File: src/rtl/booth_mul_seq.sv
// Sequential signed Booth multiplier: WIDTH steps (WIDTH/2 with BITPAIR_RECODE_EN), start accepted only in IDLE.
// busy high during RUN, done pulses one cycle with new hi/lo; start outside IDLE is dropped.
module booth_mul_seq #(
  parameter int WIDTH = 32
) (
  input  logic             clock,
  input  logic             reset,
  input  logic             start,
  input  logic [WIDTH-1:0] multiplicand,
  input  logic [WIDTH-1:0] multiplier,
  output logic             busy,
  output logic             done,
  output logic [WIDTH-1:0] hi,
  output logic [WIDTH-1:0] lo
);

`ifdef BITPAIR_RECODE_EN
  localparam int AW    = WIDTH + 3;
  localparam int STEPS = WIDTH / 2;
`else
  localparam int AW    = WIDTH + 2;
  localparam int STEPS = WIDTH;
`endif
  localparam int CW = $clog2(WIDTH) + 1;

  typedef enum logic [1:0] {ST_IDLE, ST_RUN, ST_DONE} state_t;

  state_t           state, state_nxt;
  logic [AW-1:0]    acc, acc_nxt, mx, addend, sum;
  logic [WIDTH-1:0] m_reg, q_reg, q_nxt;
  logic             qm1, qm1_nxt;
  logic [CW-1:0]    cnt;
  logic             last;

  assign mx   = {{(AW-WIDTH){m_reg[WIDTH-1]}}, m_reg};
  assign last = (cnt == CW'(STEPS - 1));

  // One recoding step: add the selected multiple of M, then shift {A,Q,q(-1)} arithmetically.
  always_comb begin
    addend = '0;
`ifdef BITPAIR_RECODE_EN
    case ({q_reg[1:0], qm1})
      3'b001, 3'b010: addend = mx;
      3'b011:         addend = mx << 1;
      3'b100:         addend = -(mx << 1);
      3'b101, 3'b110: addend = -mx;
      default:        addend = '0;
    endcase
    sum     = acc + addend;
    acc_nxt = {{2{sum[AW-1]}}, sum[AW-1:2]};
    q_nxt   = {sum[1:0], q_reg[WIDTH-1:2]};
    qm1_nxt = q_reg[1];
`else
    case ({q_reg[0], qm1})
      2'b10:   addend = -mx;
      2'b01:   addend = mx;
      default: addend = '0;
    endcase
    sum     = acc + addend;
    acc_nxt = {sum[AW-1], sum[AW-1:1]};
    q_nxt   = {sum[0], q_reg[WIDTH-1:1]};
    qm1_nxt = q_reg[0];
`endif
  end

  always_ff @(posedge clock) begin
    if (reset) state <= ST_IDLE;
    else       state <= state_nxt;
  end

  always_comb begin
    state_nxt = state;
    case (state)
      ST_IDLE: if (start) state_nxt = ST_RUN;
      ST_RUN:  if (last)  state_nxt = ST_DONE;
      ST_DONE: state_nxt = ST_IDLE;
      default: state_nxt = ST_IDLE;
    endcase
  end

  assign busy = (state == ST_RUN);
  assign done = (state == ST_DONE);

  always_ff @(posedge clock) begin
    if (reset) begin
      m_reg <= '0;
      q_reg <= '0;
      acc   <= '0;
      qm1   <= 1'b0;
      cnt   <= '0;
      hi    <= '0;
      lo    <= '0;
    end else begin
      case (state)
        ST_IDLE: begin
          if (start) begin
            m_reg <= multiplicand;
            q_reg <= multiplier;
            acc   <= '0;
            qm1   <= 1'b0;
            cnt   <= '0;
          end
        end
        ST_RUN: begin
          acc   <= acc_nxt;
          q_reg <= q_nxt;
          qm1   <= qm1_nxt;
          cnt   <= cnt + CW'(1);
          // hi/lo only move on the completing step so the previous product stays visible.
          if (last) begin
            hi <= acc_nxt[WIDTH-1:0];
            lo <= q_nxt;
          end
        end
        default: ;
      endcase
    end
  end

endmodule

File: config.mk
export PLATFORM = sky130hd
export DESIGN_NAME = booth_mul_seq
export DESIGN_NICKNAME = d
export VERILOG_FILES = /design/src/rtl/booth_mul_seq.sv
export SDC_FILE = /design/constraint.sdc
export NUM_CORES = 1
export LEC_CHECK = 0
export BUFFER_PORTS_ARGS = -buffer_cell sky130_fd_sc_hd__buf_4
export CAP_MARGIN = 20
export CORE_UTILIZATION = 39
export CTS_BUF_LIST = sky130_fd_sc_hd__clkbuf_4 sky130_fd_sc_hd__clkbuf_8
export DETAILED_ROUTE_END_ITERATION = 10
export PLACE_DENSITY = 0.55
export SYNTH_ARGS = -nofsm -noshare
export SYNTH_HDL_FRONTEND = slang
export SYNTH_SLANG_ARGS = --single-unit
File: constraint.sdc
create_clock -name clock -period 7.9 [get_ports clock]
set_clock_uncertainty 0.05 [all_clocks]
set_input_delay 1.58 -clock clock [delete_from_list [all_inputs] [get_ports clock]]
set_output_delay 1.58 -clock clock [all_outputs]
set_load 0.005 [all_outputs]
==> metrics, run 1 <==
via count=8681; most frequent cells in the layout=nand2_1 (253), a21oi_1 (172), dfxtp_1 (170); Sink Count=170; 1st-iter DRT viols=around 500; post-layout util=46.63%; headroom to the max-slew limit=about 44%; slew at the pin closest to its max-slew limit=roughly 830 ps; hold_sp=hi[5]; Hold Crit Class=reg2reg; reg2reg path depth=15; largest net degree at the start of global routing=71; Hold Crit Depth=2; Die Wd=roughly 150 um; clk_lat worst skew=480 ps; syn avg cell area=7.313 um2; Syn Nets=around 1300; nets@finish=~1400; Hold Vio Cnt, Final=0; Critical R2R Launch=q_reg[0]; Placer Congestion=between 0.8 and 0.9; Vias/cell=about 5.4; sequential area share after synthesis=37.90%; worst-path fanout max=25; CP Capture Type=flip-flop; Synth top area share=between 30% and 40%; number of global-route vias before repair=between 8000 and 9000; minimum clock period=slightly below 5000 ps; Worst Path Arrival=5250 ps; Std-Cell Rows=55; Starting Density=roughly 40%; static leakage=between 4 and 5 nW; initial antenna violation count=0; RSZ-0062 raised after global routing=no; Post-synth ARST share=0%; total setup buffers inserted after CTS=0; Unique masters post-synth=61; CTS HTree Levels=4; final wirelength=roughly 25000 um; critical path startpoint category=flip-flop; core area=approximately 23000 um2; ranking of synthesized cells by area=dfxtp_1 (38%), nand2_1 (11%), a21oi_1 (9.6%); root buf cell=clkbuf_8; dpl hpwl=between 15000 and 20000 um; Final Setup Violations=0; Synth area leader=dfxtp_1; setup slack, reg-to-reg=roughly 3000 ps; Die Area=between 20000 and 25000 um2; hold endpoint=hi[5]; YS warnings=0; #FFs+latches synth=170; Area Growth Syn to Fin=17.56%; CTS Buf Count=17; fmax=between 0.2 and 0.25 GHz; WL/cell=15.32 um; CTS max path bufs=2; Req. time, crit path=roughly 8300 ps; first-pass GRT wire length=40690 um; status=completed; remaining global-route overflow=0; fin crit share=approximately three fifths; Pwr Density=~180 nW/um2; cell count after synthesis=1228; commonest non-fill, non-tap cell in the layout=nand2_1; Setup Crit Path Kind=reg2reg; Max IR drop VDD=0.1084 mV; # IOs=approximately 130; share of cells above drive strength 1=approximately 15%; Reg clk slew, reported paths=around 110 ps; hold buffers post-CTS=0; Main synth FF type=dfxtp_1; Residual DRC=0; setup total negative slack=0 ps; Largest Register=acc; r2r endpoint=hi[31]; MaxCap Viol Count=0; Diodes inserted=0; die span in y=approximately 150 um; number of flip-flops in the largest register=33; GRT Total Usage=21.13%; Routed Antenna Nets=0; TritonCTS clock tree=built; cts repair resizes=0; Post-Syn Area=between 8000 and 9000 um2; Final Max Slew Viols=0; EDFF count, synth=0; PortBufs=about 130; total iterations of the first detailed-routing run=5
[how the worst max path moves through the flow]
| stage | slack [ps] | end | from |
|---|---|---|---|
| floorplan | 3710 | hi[30] | m_reg[11] |
| finish | 3030 | hi[31] | q_reg[0] |
| CTS | 3050 | hi[31] | q_reg[0] |
| global placement | 3090 | hi[31] | q_reg[0] |
| global route | 2680 | hi[30] | q_reg[0] |
| detailed placement | 3110 | hi[31] | q_reg[0] |
[Yosys cell counts, drive strengths merged, types with 2 or more instances]
cell type,n
a211oi,8
a21boi,2
a21o,17
a21oi,172
a221o,2
a22oi,4
a311oi,11
a31oi,6
and2,6
and3,4
buf,10
clkbuf,74
dfxtp,170
ha,37
inv,14
nand2,254
nand2b,10
nand3,52
nand3b,9
nand4,3
nand4b,13
nor2,169
nor2b,7
nor3,29
nor3b,3
nor4,40
o21a,6
o21ai,27
o21ba,2
o21bai,3
o311ai,4
o31ai,6
or2,2
or3,9
or4,6
xnor2,16
xor2,9
[cells by family (layout without fill, tap and decap cells)]
family	count (synthesis)	after routing	share of synthesized area [%]
flops	170	170	37.90
buf+inv	98	191	4.138
simple gates	620	620	32.14
mux	2	2	0.2369
xor+xnor	25	25	2.438
compound gates	275	275	17.77
fa+ha+maj	38	38	5.378
[where the power goes]
group          internal, mW  total [mW]  switching, mW
clock                 0.300       0.687          0.387
sequential            0.888       0.920         0.0318
combinational         0.101       0.270          0.169
total                  1.29        1.88          0.587
[per-layer routing]
metal | up-vias | track usage, % | share of wire (%)
met5 | - | 0 | 0
met4 | 0 | 5.905 | 1.3
met2 | 127 | 37.10 | 49
met3 | 20 | 3.833 | 3.3
li1 | 4416 | - | -
met1 | 4118 | 26.34 | 46
[stage by stage]
stage	cell area [um2]	instances	hold WS [ps]	power, mW	setup slack, ps
6_report	10560	1606	408.5	1.876	3030
5_1_grt	10560	1606	425.4	1.967	2679
4_1_cts	10560	1606	412.0	1.895	3047
3_5_place_dp	10120	1574	397.7	1.210	3107
3_3_place_gp	10120	1574	395.3	1.209	3094
2_1_floorplan	8980	1228	395.6	1.124	3705
[worst max-delay path: stages (launching register included)]
cell      delay, ps
dfxtp_1         340
inv_1            80
ha_1            430
inv_1           490
a211oi_1        550
ha_1            280
fa_1            220
a21oi_1         100
nor2_1          170
o311ai_1        180
a311oi_1        680
o21ai_1         180
a31oi_1         320
a31oi_1         200
or4_1           430
nand3_1          90
[layout make-up]
| cell class | instances | area [um2] |
|---|---|---|
| timing repair buffer | 145 | 1089 |
| fill | 2370 | 12080 |
| inverter | 14 | 52.55 |
| clock buffer | 17 | 234.0 |
| sequential | 170 | 3403 |
| tap | 285 | 356.6 |
| clock inverter | 15 | 200.2 |
| multi-input combinational | 960 | 5221 |
Power figures use the tool's default switching activity.
==> run 2: changes to the inputs <==
--- a/config.mk
+++ b/config.mk
@@ -5,12 +5,13 @@
 export SDC_FILE = /design/constraint.sdc
 export NUM_CORES = 1
 export LEC_CHECK = 0
+export ABC_AREA = 1
 export BUFFER_PORTS_ARGS = -buffer_cell sky130_fd_sc_hd__buf_4
 export CAP_MARGIN = 20
 export CORE_UTILIZATION = 39
 export CTS_BUF_LIST = sky130_fd_sc_hd__clkbuf_4 sky130_fd_sc_hd__clkbuf_8
 export DETAILED_ROUTE_END_ITERATION = 10
-export PLACE_DENSITY = 0.55
+export PLACE_DENSITY = 0.57
 export SYNTH_ARGS = -nofsm -noshare
 export SYNTH_HDL_FRONTEND = slang
 export SYNTH_SLANG_ARGS = --single-unit
==> constraint.sdc (replaced) <==
create_clock -name clock -period 4.35 [get_ports clock]
set_clock_uncertainty 0.05 [all_clocks]
set_input_delay 0.87 -clock clock [delete_from_list [all_inputs] [get_ports clock]]
set_output_delay 0.87 -clock clock [all_outputs]
set_load 0.005 [all_outputs]
==> run 2 against run 1 <==
  * First-iteration DRC count grew 14%
  * Total power grew 79%
  * Clock-buffer cell count is the same
  * Combinational power grew 100%
  * Setup slack lost 2400 ps
  * Global-route usage grew 2.5 points
  * Largest cell class unchanged
  * Sequential power grew 80%
  * Flip-flop and latch count is the same
  * Final area grew 7.8%
  * Non-clock buffer count grew 3
==> metrics, run 2 <==
worst-path fanout max=5 (-80%); Hold Vio Cnt, Final=0 (unchanged); nets@finish=1632 (+15%); RSZ-0062 raised after global routing=no; critical path startpoint category=flip-flop; Top Layer Used=met4; hold buffers post-CTS=0 (unchanged); Die Area=25690 um2 (+8.7%); Main synth FF type=dfxtp_1; mux contribution to synthesized area=0% (-0.24 points); initial antenna violation count=0 (unchanged); Starting Density=39.94% (+0.27 points); setup total negative slack=0 ps (unchanged); total setup buffers inserted after CTS=0 (unchanged); Max IR drop VDD=0.1826 mV (+69%); cts repair resizes=0 (unchanged); DP Worst Slack=606.4 ps (-2500 ps); top-count cell post-synth=nand2_1; Area Growth Syn to Fin=16.48%; Setup Crit Path Kind=reg2reg; headroom to the max-slew limit=36.42% (-7.7 points); adder-cell share of the synthesized area=4.944% (-0.43 points); Syn Nets=1529 (+15%); Post-Syn Area=9769 um2 (+8.8%); minimum clock period=3765 ps (-1104 ps); static leakage=5.114 nW (+18%); Pwr Density=294.9 nW/um2 (+66%); remaining global-route overflow=0 (unchanged); ranking of synthesized cells by area=dfxtp_1 (35%), nand2_1 (13%), a21oi_1 (8.5%); cell mode on critical path=nand2_1; cell count after synthesis=1424 (+16%); Placer Congestion=0.9734 (+11%); status=completed; TritonCTS clock tree=built; Worst Path Arrival=4140 ps (-1110 ps); core area=24460 um2 (+8.0%); 1st-iter DRT viols=567 (+14%); Metal-1 WL=13020 um (+15%); combinational share of power=16.2% (+1.8 points); Largest Register=acc; final wirelength=30110 um (+22%); Unique masters post-synth=47 (-23%); commonest non-fill, non-tap cell in the layout=nand2_1; Routed Antenna Nets=0 (unchanged); MaxCap Viol Count=0 (unchanged); total iterations of the first detailed-routing run=5 (unchanged); Synth top cells by count=nand2_1 (334), dfxtp_1 (170), a21oi_1 (165); slew at the pin closest to its max-slew limit=953.6 ps (+123.2 ps); dpl hpwl=22160 um (+30%); internal power=2.231 mW (+73%); die span in y=160.3 um (+4.2%); Diodes inserted=0 (unchanged); Post-synth ARST share=0% (unchanged); Clk pwr share=34.2% (-2.4 points); sequential cell fraction of total power=49.6% (+0.6 points); metal3 WL=1856 um (+130%); CP Capture Type=flip-flop; YS warnings=0 (unchanged); clk_lat worst skew=470 ps (about the same); switch share=33.50% (+2.2 points); number of global-route vias before repair=9433 (+14%); Std-Cell Rows=57 (+3.6%); CP max stage delay=550 ps (-130 ps); Residual DRC=0 (unchanged); root buf cell=clkbuf_8; largest net degree at the start of global routing=98 (+38%); PortBufs=132 (unchanged); first-pass GRT wire length=47910 um (+18%); Synth top area share=34.84% (-3.1 points); Synth Area in Simple Gates=26.34% (-5.8 points); Compound-Gate Fraction of Synth Area=22.81% (+5.0 points); via count=9749 (+12%); Net Switching=1.124 mW (+91%); Top Family by Delay on Critical Path=simple AND/OR/NAND/NOR gates; Vias/cell=5.233 (-3.2%); Hold Crit Class=reg2reg; Sink Count=170 (unchanged); CP max-delay cell=a221oi_1; syn avg cell area=6.861 um2 (-6.2%); Synth area leader=dfxtp_1; share of cells above drive strength 1=15.66% (+0.52 points); #FFs+latches synth=170 (unchanged); fmax=0.2656 GHz (+29%); cell chain of the critical path=inv_1 -> ha_1 -> inv_1 -> nor2_2 -> nand3_1 -> nor2_1 -> o21ai_0 -> a221oi_1 -> ha_1 -> nand2_1 -> nand2_1 -> a21oi_1 -> inv_1 -> a21oi_1 -> nand2_1 -> nand2_1 -> nand2_1 -> nand2_1 -> nand2_1 -> a21o_1 -> inv_1; WL/cell=16.16 um (+5.5%); # IOs=133 (unchanged); GRT Total Usage=23.60% (+2.5 points); post-synthesis xor/xnor area fraction=1.255% (-1.2 points); fin crit share=86.56% (+25 points); Req. time, crit path=4720 ps (-3560 ps); Critical path buffers and inverters=4 (+2); Reg clk slew, reported paths=100 ps (about the same); number of flip-flops in the largest register=33 (unchanged); final worst slack=584.7 ps (-2446 ps); Die Wd=160.3 um (+4.2%); Final Setup Violations=0 (unchanged); met2 wire len=14480 um (+19%); CTS HTree Levels=4 (unchanged); largest family of logic cells by synthesized area=simple AND/OR/NAND/NOR gates; Final Max Slew Viols=0 (unchanged); sequential area share after synthesis=34.84% (-3.1 points); CTS max path bufs=2 (unchanged); number of fill cells in the layout=2610 (+10%); most frequent cells in the layout=nand2_1 (333), dfxtp_1 (170), a21oi_1 (165); EDFF count, synth=0 (unchanged); CTS Buf Count=17 (unchanged)
run 2: kinds of logic (layout without fill, tap and decap cells):
| group | count (synthesis) | after routing |
|---|---|---|
| xor gates and xnor gates | 14 | 14 |
| DFF | 170 | 170 |
| AOI/OAI and AO/OA | 366 | 366 |
| buffers and inverters | 234 | 349 |
| and+or+nand+nor | 602 | 602 |
| adders and majority gates | 38 | 38 |
run 2: routing by layer:
layer,global-route usage [%],vias to the layer above
li1,-,4950
met1,28.57,4498
met2,40.97,261
met3,5.455,40
met4,7.792,0
met5,0,-
run 2: power by group through the flow:
| stage | registers (mW) | logic [mW] | clock network [mW] |
|---|---|---|---|
| 3_3_place_gp | 1.70 | 0.530 | 0 |
| 3_5_place_dp | 1.70 | 0.534 | 0 |
| 5_1_grt | 1.67 | 0.605 | 1.24 |
| 6_report | 1.66 | 0.542 | 1.15 |
| 2_1_floorplan | 1.69 | 0.364 | 0 |
| 4_1_cts | 1.66 | 0.536 | 1.18 |
run 2: path summary, 6_finish.rpt:
| check | start | slack (ps) | endpoint | cells past startpoint |
|---|---|---|---|---|
| max | m_reg[0] | 580 | hi[20] | 21 |
| min | hi[2] | 420 | hi[2] | 2 |
| max reg2reg | m_reg[0] | 580 | hi[20] | 21 |
| min reg2reg | hi[2] | 420 | hi[2] | 2 |
run 2: area by class of cell:
| class | count | area [um2] | area share, % |
|---|---|---|---|
| flip-flops and latches | 170 | 3403 | 29.91 |
| repair buffers | 148 | 1131 | 9.939 |
| clock buffers | 17 | 234.0 | 2.056 |
| inverters | 170 | 639.4 | 5.618 |
| well taps | 324 | 405.4 | 3.562 |
| clock inverters | 14 | 156.4 | 1.374 |
| multi-input cells | 1020 | 5410 | 47.54 |
run 2: metrics by stage:
step	utilization, %	total power, mW	std cells	hold WS, ps	instance area (um2)
finish	46.52	3.355	1863	424.8	11380
detailed placement	44.81	2.233	1831	410.7	10960
global route	46.52	3.514	1863	447.3	11380
floorplan	-	2.049	1424	390.5	9769
global placement	44.81	2.230	1831	405.0	10960
CTS	46.41	3.379	1862	428.1	11350
run 2: worst register-to-register path, delay by kind of cell (launching register included):
kind                       cells  cell delay, ps
AOI/OAI and AO/OA              5            1230
buffers and inverters          4             280
adders and majority gates      2             620
DFF                            1             310
and+or+nand+nor               10            1240
